<file path="config.mk">
export PLATFORM = sky130hd
export DESIGN_NAME = io_out_port
export DESIGN_NICKNAME = d
export VERILOG_FILES = /design/src/rtl/io_out_port.sv
export SDC_FILE = /design/constraint.sdc
export NUM_CORES = 1
export LEC_CHECK = 0
export BUFFER_PORTS_ARGS = -buffer_cell sky130_fd_sc_hd__clkbuf_2
export CAP_MARGIN = 40
export CORE_MARGIN = 10
export CORE_UTILIZATION = 28
export DETAILED_ROUTE_END_ITERATION = 6
export HOLD_SLACK_MARGIN = 0.1
export MAX_ROUTING_LAYER = met4
export SETUP_SLACK_MARGIN = 0.4
export SLEW_MARGIN = 30
export SYNTH_ARGS = -nofsm -noshare
export SYNTH_HDL_FRONTEND = slang
export SYNTH_SLANG_ARGS = --single-unit
</file>
<file path="constraint.sdc">
create_clock -name clock -period 2.55 [get_ports clock]
set_clock_uncertainty 0.05 [all_clocks]
set_input_delay 0.1275 -clock clock [delete_from_list [all_inputs] [get_ports clock]]
set_output_delay 0.1275 -clock clock [all_outputs]
set_load 0.01 [all_outputs]
</file>
<file path="src/rtl/io_out_port.sv">
// io_out_port: CPU-write-snooping output port with an optional LED register and
// a small transmit FIFO drained through a valid/ready handshake.
// Latency: a TX write at edge N shows up on out_valid/out_data after edge N; there is no empty-FIFO bypass.
// Backpressure: out_ready=0 holds the head byte. A TX write while full with no pop is dropped and sets sticky overflow.
// Ports: clock, reset (synchronous, active-high), we/wr_addr/wr_data (CPU write),
//   led_out (LED value), out_data/out_valid/out_ready (FIFO head handshake),
//   space_avail (FIFO not full) and overflow (sticky, cleared by writing 1 in bit 0 to CLR_ADDR).
// Build option: define IO_OUT_PORT_LED_EN to build the LED register. Otherwise led_out is tied to 0.
module io_out_port #(
  parameter int BUS_WIDTH  = 8,
  parameter int ADDR_WIDTH = 3,
  parameter int FIFO_DEPTH = 4,
  parameter int LED_ADDR   = 4,
  parameter int TX_ADDR    = 5,
  parameter int CLR_ADDR   = 6
) (
  input  logic                  clock,
  input  logic                  reset,
  input  logic                  we,
  input  logic [ADDR_WIDTH-1:0] wr_addr,
  input  logic [BUS_WIDTH-1:0]  wr_data,
  output logic [BUS_WIDTH-1:0]  led_out,
  output logic [BUS_WIDTH-1:0]  out_data,
  output logic                  out_valid,
  input  logic                  out_ready,
  output logic                  space_avail,
  output logic                  overflow
);

  localparam int PTR_W = $clog2(FIFO_DEPTH);
  localparam int CNT_W = PTR_W + 1;
  localparam logic [CNT_W-1:0]      DEPTH_C = CNT_W'(FIFO_DEPTH);
  localparam logic [ADDR_WIDTH-1:0] TX_A    = ADDR_WIDTH'(TX_ADDR);
  localparam logic [ADDR_WIDTH-1:0] CLR_A   = ADDR_WIDTH'(CLR_ADDR);

  logic [BUS_WIDTH-1:0] mem_q [FIFO_DEPTH];
  logic [PTR_W-1:0]     wr_ptr_q, wr_ptr_d;
  logic [PTR_W-1:0]     rd_ptr_q, rd_ptr_d;
  logic [CNT_W-1:0]     count_q, count_d;
  logic                 overflow_q, overflow_d;

  logic tx_wr, full, push, pop, drop, clr;

  // The status outputs come only from registered state.
  assign out_valid   = (count_q != '0);
  assign space_avail = (count_q != DEPTH_C);
  assign overflow    = overflow_q;
  assign out_data    = mem_q[rd_ptr_q];

  always_comb begin
    tx_wr = we && (wr_addr == TX_A);
    full  = (count_q == DEPTH_C);
    pop   = out_valid && out_ready;
    // A pop in the same cycle frees one entry, so a write to a full FIFO is accepted.
    push  = tx_wr && (!full || pop);
    drop  = tx_wr && full && !pop;
    clr   = we && (wr_addr == CLR_A) && wr_data[0];

    // The depth is a power of two, so the pointers wrap naturally.
    wr_ptr_d = push ? wr_ptr_q + PTR_W'(1) : wr_ptr_q;
    rd_ptr_d = pop  ? rd_ptr_q + PTR_W'(1) : rd_ptr_q;

    count_d = count_q;
    case ({push, pop})
      2'b10:   count_d = count_q + CNT_W'(1);
      2'b01:   count_d = count_q - CNT_W'(1);
      default: count_d = count_q;
    endcase

    // When a drop and a clear happen in the same cycle, the drop wins.
    overflow_d = overflow_q;
    if (drop) begin
      overflow_d = 1'b1;
    end else if (clr) begin
      overflow_d = 1'b0;
    end
  end

  always_ff @(posedge clock) begin
    if (reset) begin
      wr_ptr_q   <= '0;
      rd_ptr_q   <= '0;
      count_q    <= '0;
      overflow_q <= 1'b0;
    end else begin
      wr_ptr_q   <= wr_ptr_d;
      rd_ptr_q   <= rd_ptr_d;
      count_q    <= count_d;
      overflow_q <= overflow_d;
    end
  end

  // The storage array has no reset. Only the entries between the pointers are meaningful.
  always_ff @(posedge clock) begin
    if (!reset && push) begin
      mem_q[wr_ptr_q] <= wr_data;
    end
  end

`ifdef IO_OUT_PORT_LED_EN
  localparam logic [ADDR_WIDTH-1:0] LED_A = ADDR_WIDTH'(LED_ADDR);
  logic [BUS_WIDTH-1:0] led_q, led_d;

  always_comb begin
    led_d = led_q;
    if (we && (wr_addr == LED_A)) begin
      led_d = wr_data;
    end
  end

  always_ff @(posedge clock) begin
    if (reset) begin
      led_q <= '0;
    end else begin
      led_q <= led_d;
    end
  end

  assign led_out = led_q;
`else
  assign led_out = '0;
`endif

endmodule

</file>
==> impl_results.md, run 1 <==
- CP startpoint kind: flip-flop
- Remaining DRCs: 0
- CP peak stage delay: 370 ps
- Post-Syn Area: 1760 um2
- DR WL/cell: 14.2 um
- Pin count of the biggest net entering global routing: 14
- Final Hold Violating Endpoints: 0
- Worst-margin pin slew: 607 ps
- Antenna-violating nets left: 0
- Die X: 99.3 um
- Final WL: 3.21 mm
- Finished Cell Area: 2160 um2
- Slew margin rel.: 59.5%
- FMAX: 467 MHz
- Skew-Pair Late Insertion Delay: 280 ps
- Ant diodes: 0
- Worst EP required: 2710 ps
- Seq cells post-synth: 42
- End point of the critical path: count_q[2]
- Gr usage total: 7.02%
- Final Critical Period: 2140 ps
- DIE AREA: 9850 um2
- Setup TNS: 0 ps
- Hold Crit Depth: 2
- # rows: 28
- HPWL Detailed: 2.39 mm
- Final layout net count: 171
- Core box area: 6030 um2
- Placed inst area: 1930 um2
- Initial antenna violation count: 0
- RSZ-0062 raised after global routing: yes
- R2R depth: 9
- R2r endpoint: count_q[2]
- Total number of vias: 966
- Routability cong.: 0.771
- Initial Util: 29.2%
- Post-synth top area share: 54.6%
- # IOs: 34
- Reg clk slew, reported paths: 70 ps
- Crit path DAT: 2300 ps
- Vias in the first global route: 1,123
- Synth warn: 0
- Post-synthesis sequential area ratio: 66.0%
- CTS tree: yes
- Crit path max-delay family: simple AND/OR/NAND/NOR gates
- R2R Setup Slk: 410 ps
- Met3 Use GR: 3.39%
- First-pass GRT wire length: 5.37 mm
- Levels on crit path: 9
- Port Buffer Count: 25
- Root Buffer: clkbuf_8
- CP Class: flip-flop to flip-flop
- Leading post-synthesis cells by cell area: edfxtp_1 55%, dfxtp_1 11%, mux4_2 10%
- 1st-pass router iterations: 4
- Area Overhead vs Synth: 22.8%
- Synth area leader: edfxtp_1
- Filler cells: 597
- Run status: completed
- Clk buf depth: 2
- Final worst-path cycle share: 84.0%
- Share of post-route cells with drive strength above 1: 31.8%
- Endpoint class of the critical path: flip-flop
- Critical path's most frequent cell: inv_1
- Cts bufs inserted: 5
- Max H-tree Level: 2
- VDD IR max: 0.279 mV
- Pins over their slew limit: 0
- GR Layer Usage met2: 11.5%
- Crit path max fanout: 6
- Synth Instances: 110
- Hold Path Class: primary input to flip-flop
- Leakage: 0.754 nW
- Yosys cell types: 30
- Crit path from: count_q[0]
- CP max stage cell: dfxtp_4
- Height of the chip: 99.3 um
- Grt total ovfl: 0
- Crit path cell chain: nor4b_4, nor2_2, inv_1, ha_2, inv_1, fa_1, xor2_1, or3_1, a21oi_2
- Crit Reg-Reg Startpoint: count_q[0]
- CTS sink cnt: 42
- Max_cap viols: 0
- Pwr per Cell Area: 599 nW/um2
- DR vias/cell: 4.27
- GR Util met1: 7.51%
- Drt initial violations: 20
- Mapped Avg Cell Area: 16.0 um2
- Busiest grt layer: met2
- Final setup fails: 0
- WP buf/inv: 2
## worst register-to-register path: stages (launching register included)
cell,delay [ps]
dfxtp_4,370
nor4b_4,290
nor2_2,60
inv_1,60
ha_2,190
inv_1,50
fa_1,370
xor2_1,150
or3_1,320
a21oi_2,150
## cells in the mapped netlist, drive strengths merged
cell type / count
conb: 1
o41ai: 1
a21oi: 2
o311ai: 1
o21ai: 2
edfxtp: 32
mux4: 8
nor4b: 1
ha: 5
nor2: 9
nand2b: 2
o31a: 1
nor2b: 1
mux2i: 1
nand3: 1
fa: 1
and2: 4
or3: 2
dfxtp: 10
nand4: 1
mux2: 1
xor2: 3
buf: 10
xnor2: 1
nand4b: 1
clkbuf: 1
nor3: 1
inv: 6
## power breakdown
| part | internal [mW] | switching [mW] | leakage, nW | total, mW |
|---|---|---|---|---|
| Clock | 0.193 | 0.207 | 0.0452 | 0.400 |
| Sequential | 0.746 | 0.0213 | 0.370 | 0.767 |
| Combinational | 0.0667 | 0.0609 | 0.339 | 0.128 |
## per-layer routing
| layer | vias to the layer above | wire (um) |
|---|---|---|
| li1 | 466 | - |
| met2 | 37 | 1520 |
| met1 | 459 | 1460 |
| met3 | 4 | 203 |
| met5 | - | 0 |
| met4 | 0 | 22 |
## registers in the layout, summed over array words and instances, names as in the netlist, named ones only
register  flops
rd_ptr_q      2
count_q       3
overflow      1
mem_q        32
wr_ptr_q      2
## repair_timing
action,CTS,global route
setup buffers,1,0
endpoints found under the setup margin,1,2
hold endpoints to repair,33,0
cloned,0,0
gates resized for setup,7,2
hold buffers,11,0
pin swaps,3,0
## how the worst min path moves through the flow
stage / end / slack [ps] / from
6_report: count_q[2] / 140 / reset
5_1_grt: count_q[2] / 150 / reset
4_1_cts: count_q[2] / 120 / reset
2_1_floorplan: mem_q[0][0] / 180 / wr_data[0]
3_5_place_dp: mem_q[1][6] / 300 / wr_data[6]
3_3_place_gp: mem_q[0][6] / 290 / wr_data[6]
## area by class of cell
class	count	area [um2]	share of cell area (%)
Tap cell	75	93.8	4.34
Timing Repair Buffer	37	245	11.3
Multi-Input combinational cell	58	547	25.3
Clock buffer	6	72.6	3.36
Inverter	6	22.5	1.04
Clock inverter	2	13.8	0.637
Sequential cell	42	1170	54.0
## metrics by stage
stage	util, %	hold slack [ps]	worst slack [ps]	total power, mW	std cells
floorplan	-	176	468	0.858	117
global placement	32.1	293	395	0.888	206
detailed placement	32.1	300	293	0.896	206
CTS	35.8	123	433	1.31	226
global route	35.9	150	318	1.36	226
finish	35.9	143	408	1.29	226
## kinds of logic after synthesis
logic type / Yosys count / share of synthesized area (%)
flops: 42 / 66.0
simple gates: 23 / 7.40
buf+inv: 17 / 5.40
mux: 10 / 11.7
compound gates: 7 / 2.63
fa+ha+maj: 6 / 4.69
xor+xnor: 4 / 1.99
other cells: 1 / 0.213
## layout by cell type, fill, tap and decap left out, types with 3 or more instances in the layout
master / instances
nor2_1: 8
ha_1: 4
mux4_2: 8
conb_1: 8
clkbuf_2: 24
xor2_1: 3
clkbuf_8: 5
edfxtp_1: 32
inv_1: 6
and2_1: 4
dlygate4sd3_1: 11
dfxtp_1: 8
No activity file was read; power rests on OpenSTA's default activity.
==> run 2: changes to the inputs <==
==> constraint.sdc (replaced) <==
create_clock -name clock -period 1.75 [get_ports clock]
set_clock_uncertainty 0.05 [all_clocks]
set_input_delay 0.0875 -clock clock [delete_from_list [all_inputs] [get_ports clock]]
set_output_delay 0.0875 -clock clock [all_outputs]
set_load 0.01 [all_outputs]
==> run 2 against run 1 <==
Critical path depth did not move. Largest cell class unchanged. Combinational power grew to 2.8 times the previous value. Clock-buffer cell count unchanged. Hold slack worse by 23 ps. Total power is 70% higher. The flow now finishes with violations (setup timing). Utilization rose by 6.7 points.
==> impl_results.md, run 2 (synthesis gave the netlist of run 1 again) <==
- Core Util, Final: 42.5%
- DR vias/cell: 4.37
- Most frequent cells in the layout: 32 x edfxtp_1, 17 x buf_6, 15 x clkbuf_2
- R2R depth: 9
- Leading cell type in the layout, fill and taps excluded: edfxtp_1
- Hold Path Class: primary input to flip-flop
- Violated checks: setup timing
- Crit path DAT: 2270 ps
- Run status: complete, but fails checks
- Remaining DRCs: 0
- Final layout net count: 195
- CP Class: flip-flop to flip-flop
- Pin count of the biggest net entering global routing: 14
- Final Hold Violating Endpoints: 0
- CTS tree: yes
- CP startpoint kind: flip-flop
- Register area: 1170 um2
- Area Overhead vs Synth: 45.7%
- VDD IR max: 0.396 mV
- DR WL/cell: 15.5 um
- HPWL Detailed: 2.52 mm
- Largest register by flop count: mem_q
- Antenna-violating nets left: 0
- Non-filler cells, final: 250
- Gr usage total: 8.40%
- Final Critical Period: 2110 ps
- Root Buffer: clkbuf_8
- Finished Cell Area: 2560 um2
- Reg power frac: 50.0%
- Crit Reg-Reg Startpoint: count_q[0]
- Skew-Pair Late Insertion Delay: 290 ps
- Grt total ovfl: 0
- Port Buffer Count: 25
- Final setup fails: 3
- End point of the critical path: count_q[2]
- Number of flip-flops in the largest register: 32
- # rows: 28
- Total number of vias: 1,092
- Share of post-route cells with drive strength above 1: 49.7%
- Clock share of power: 33.9%
- Drt initial violations: 28
- R2R Setup Slk: -360 ps
- Initial antenna violation count: 0
- Leakage: 0.935 nW
- Psw: 0.487 mW
- # IOs: 34
- Final worst-path cycle share: 120%
- Placed Cells: 215
- Pwr per Cell Area: 860 nW/um2
- Placed inst area: 2030 um2
- Pins over their slew limit: 0
- Crit path max fanout: 2
- Final WL: 3.87 mm
- Worst EP required: 1920 ps
- Vias in the first global route: 1,251
- Combinational Power Share: 16.1%
- Largest regs: mem_q x32, count_q x3
- Routability cong.: 0.763
- 1st-pass router iterations: 4
- RSZ-0062 raised after global routing: yes
- Height of the chip: 99.3 um
- Crit path from: count_q[0]
- R2r endpoint: count_q[2]
- Core box area: 6030 um2
- Ant diodes: 0
- Initial Util: 29.2%
- Filler cells: 561
- DIE AREA: 9850 um2
- First-pass GRT wire length: 6.23 mm
- Max_cap viols: 0
- Sw frac: 22.1%
- FMAX: 475 MHz
- Cts bufs inserted: 5
- Max H-tree Level: 2
- CTS sink cnt: 42
- Die X: 99.3 um
- Reg clk slew, reported paths: 80 ps
- Clk buf depth: 2
- Setup TNS: -504 ps
- Setup WS post-layout: -355 ps
- Endpoint class of the critical path: flip-flop
- Area of the multi-input gates: 626 um2
- Int Power: 1.72 mW
[run 2: cell types whose count changed in the layout (fill, tap and decap cells not counted), moves of 3 or more]
cell           change
clkbuf_2           -9
inv_1              -3
dfxtp_1            -3
buf_4             +10
buf_6             +17
and2_4             +4
and2_1             -4
dlygate4sd3_1      +3
[run 2: layout make-up]
| type | instances | share of cell area, % |
|---|---|---|
| inverters | 6 | 0.976 |
| well taps | 75 | 3.66 |
| repair buffers | 61 | 20.9 |
| multi-input cells | 58 | 24.4 |
| clock inverters | 2 | 1.46 |
| clock buffers | 6 | 2.83 |
| flip-flops and latches | 42 | 45.7 |
[run 2: power groups by stage]
| stage | Sequential, mW | Clock [mW] | Combinational [mW] |
|---|---|---|---|
| floorplan | 1.12 | 0 | 0.140 |
| global placement | 1.12 | 0 | 0.209 |
| detailed placement | 1.12 | 0 | 0.219 |
| CTS | 1.10 | 0.775 | 0.306 |
| global route | 1.11 | 0.839 | 0.383 |
| finish | 1.10 | 0.748 | 0.354 |
[run 2: worst min-delay path by stage]
stage | end | depth (start not counted) | start | slack (ps)
2_1_floorplan | mem_q[0][0] | 0 | wr_data[0] | 140
3_3_place_gp | mem_q[3][2] | 1 | wr_data[2] | 260
3_5_place_dp | mem_q[0][2] | 1 | wr_data[2] | 260
4_1_cts | overflow | 3 | out_ready | 110
5_1_grt | overflow | 3 | out_ready | 120
6_report | overflow | 3 | out_ready | 120
[run 2: worst max-delay path, stage by stage (launching register included)]
cell and delay, ps:
dfxtp_4 360, nor4b_4 310, nor2_2 80, inv_2 80
ha_4 150, inv_2 40, fa_2 320, xor2_1 160
or3_4 340, a21oi_2 140
[run 2: stage by stage]
step                      worst slack [ps]  hold WS, ps  power (mW)
after CTS                             -261          109        2.18
after detailed placement              -288          259        1.34
final                                 -355          120        2.21
after floorplan                       -204          136        1.26
after global placement                -170          255        1.33
after global routing                  -414          122        2.33
[run 2: routing by layer]
metal,part of all wire (%),track usage [%]
met5,0,-
met1,37,7.86
met3,4.4,3.39
met2,56,15.0
met4,2.2,3.31
[run 2: what timing repair did]
| item | CTS | global route |
|---|---|---|
| hold buffers | 14 | 0 |
| endpoints found under the hold margin | 38 | 0 |
| gates resized for setup | 26 | 28 |
| buffers inserted | 8 | 5 |
| endpoints found under the setup margin | 46 | 51 |
| pin swaps | 11 | 11 |
==> run 3: changes to the inputs <==
--- a/config.mk
+++ b/config.mk
@@ -5,6 +5,7 @@
 export SDC_FILE = /design/constraint.sdc
 export NUM_CORES = 1
 export LEC_CHECK = 0
+export ABC_AREA = 1
 export BUFFER_PORTS_ARGS = -buffer_cell sky130_fd_sc_hd__clkbuf_2
 export CAP_MARGIN = 40
 export CORE_MARGIN = 10
==> run 3 against run 2 <==
The flow now finishes without violations. Sequential share of layout area fell by 3.0 points. Via count rose by 26%. Synthesized cell count rose by 60%. Cell count rose by 27%. Worst setup slack improved by 470 ps. Final area rose by 7.2%. Utilization rose by 0.26 points.
==> impl_results.md, run 3 <==
- Run status: completed
- Routability cong.: 0.822
- Count leader, synth: nor2_1
- Post-synthesis mux area share: 0%
- VDD IR max: 0.580 mV
- Drt initial violations: 42
- Setup TNS: 0 ps
- CP peak stage delay: 340 ps
- R2R depth: 12
- Most frequent cells in the layout: 32 x edfxtp_1, 20 x inv_1, 20 x nor2_1
- Seq cells post-synth: 42
- CP max stage cell: dfxtp_2
- Filler cells: 607
- RSZ-0062 raised after global routing: yes
- Max_cap viols: 0
- End point of the critical path: count_q[2]
- 1st-pass router iterations: 4
- Final WL: 4.13 mm
- Clk buf depth: 2
- Most used DFF post-synth: edfxtp_1
- Skew-Pair Late Insertion Delay: 290 ps
- Cts bufs inserted: 5
- DIE AREA: 10,300 um2
- Post-Syn Area: 1860 um2
- Ys async rst share: 0%
- Non-filler cells, final: 317
- Synth area leader: edfxtp_1
- Antenna-violating nets left: 0
- Leading post-synthesis cells by cell area: edfxtp_1 52%, dfxtp_1 11%, nor2_1 6.6%
- Number of flip-flops in the largest register: 32
- Ant diodes: 0
- Leading cell type in the layout, fill and taps excluded: edfxtp_1
- Final worst-path cycle share: 93.4%
- Pwr per Cell Area: 995 nW/um2
- Worst EP required: 1890 ps
- Hold Path Class: primary input to flip-flop
- HPWL Detailed: 2.64 mm
- CP startpoint kind: flip-flop
- Port Buffer Count: 25
- Crit path cell chain: nor2_4, nand3_4, nand2_4, ha_4, inv_2, fa_2, inv_1, nand2_1, nand3_2, nand2_1, nand2_1, nor2_1
- Compound-cell area share of the yosys netlist: 9.73%
- DR vias/cell: 4.35
- Initial Util: 29.0%
- Remaining DRCs: 0
- Total number of vias: 1,378
- DR WL/cell: 13.0 um
- Post-synthesis simple-gate area fraction: 13.9%
- Hold_ws: 137 ps
- Initial antenna violation count: 0
- R2R Setup Slk: 120 ps
- Yosys cell types: 20
- First-pass GRT wire length: 6.56 mm
- Setup WS post-layout: 116 ps
- Final layout net count: 260
- Post-Synth Adder-Cell Area: 4.43%
- Vias in the first global route: 1,368
- Area Overhead vs Synth: 47.4%
- Post-synth top area share: 51.5%
- Reg clk slew, reported paths: 90 ps
- Core box area: 6420 um2
- Share of post-route cells with drive strength above 1: 43.3%
- Leakage: 1.05 nW
- Endpoint class of the critical path: flip-flop
- Max H-tree Level: 2
- Final setup fails: 0
- Largest regs: mem_q x32, count_q x3
- Root Buffer: clkbuf_8
- Mapped Avg Cell Area: 10.6 um2
- Post-synth EDFFs: 32
- Height of the chip: 102 um
- R2r endpoint: count_q[2]
- Worst slack, placed: 86.2 ps
- Crit Reg-Reg Startpoint: count_q[0]
- Crit path max fanout: 3
- Post-synth top cells: 33 x nor2_1, 32 x edfxtp_1, 24 x inv_1
- Final Critical Period: 1630 ps
- Gr usage total: 8.41%
- Synth Instances: 176
- Critical path's most frequent cell: nand2_1
- Power Total: 2.73 mW
- # rows: 29
- Post-synthesis sequential area ratio: 62.3%
- Synth warn: 0
- FMAX: 612 MHz
- Main combinational cell family by area after synthesis: simple AND/OR/NAND/NOR gates
- Die X: 102 um
- CTS sink cnt: 42
- Placed Cells: 281
- Grt total ovfl: 0
- Largest register by flop count: mem_q
- Pin count of the biggest net entering global routing: 14
- CP Class: flip-flop to flip-flop
- Pins over their slew limit: 0
- Post-Synth XOR/XNOR Area: 0%
- Crit path from: count_q[0]
- # IOs: 34
- Final Hold Violating Endpoints: 0
- Crit path DAT: 1780 ps
- CTS tree: yes
[run 3: metal layers]
layer	wire length [um]	GRT usage, %	share of wire, %	vias to the layer above
met5	0	-	0	-
met4	60	3.63	1.5	0
met3	233	2.72	5.6	5
met2	1950	13.4	47	37
met1	1880	9.52	45	639
li1	-	-	-	697
[run 3: stage by stage]
step	util (%)	area [um2]
after floorplan	-	1930
after global placement	32.9	2110
after detailed placement	32.9	2110
after CTS	39.2	2520
after global routing	42.8	2750
final	42.8	2750
[run 3: final cells by class]
class | instances | area, um2 | area share [%]
timing repair inverter | 1 | 16.3 | 0.592
clock buffer | 5 | 68.8 | 2.50
sequential | 42 | 1170 | 42.7
inverter | 25 | 113 | 4.10
tap | 77 | 96.3 | 3.50
timing repair buffer | 58 | 460 | 16.8
clock inverter | 3 | 40.0 | 1.46
multi-input combinational | 106 | 779 | 28.4
[run 3: cells by family (layout without fill, tap and decap cells)]
group                      Yosys count  count (layout)
and+or+nand+nor                     60              60
DFF                                 42              42
buffers and inverters               35              92
AOI/OAI and AO/OA                   32              32
adders and majority gates            6               6
other                                1               8
[run 3: worst min path at each step]
| stage | start | end | slack (ps) | cells past startpoint |
|---|---|---|---|---|
| 4_1_cts | out_ready | rd_ptr_q[1] | 50 | 3 |
| 3_3_place_gp | reset | overflow | 240 | 2 |
| 6_report | out_ready | rd_ptr_q[1] | 140 | 4 |
| 5_1_grt | out_ready | rd_ptr_q[1] | 140 | 4 |
| 3_5_place_dp | reset | overflow | 250 | 2 |
| 2_1_floorplan | reset | overflow | 110 | 1 |
[run 3: worst max-delay path, delay by kind of cell (launching register included)]
| kind | cells | cell delay, ps |
|---|---|---|
| buffers and inverters | 2 | 100 |
| flip-flops | 1 | 340 |
| adder cells (fa/ha/maj) | 2 | 460 |
| AND/OR/NAND/NOR | 8 | 570 |
[run 3: what timing repair did]
| action | 4_1_cts | 5_1_grt |
|---|---|---|
| endpoints found under the setup margin | 42 | 43 |
| hold buffers | 13 | 1 |
| cloned | 1 | 0 |
| resized for setup | 32 | 51 |
| buffers inserted | 8 | 5 |
| pin swaps | 16 | 11 |
| endpoints found under the hold margin | 35 | 2 |
[run 3: power breakdown]
group          switching (mW)  internal [mW]  total [mW]
clock network           0.323          0.420       0.743
logic                   0.450          0.382       0.832
registers              0.0454           1.11        1.16
total                   0.819           1.92        2.73
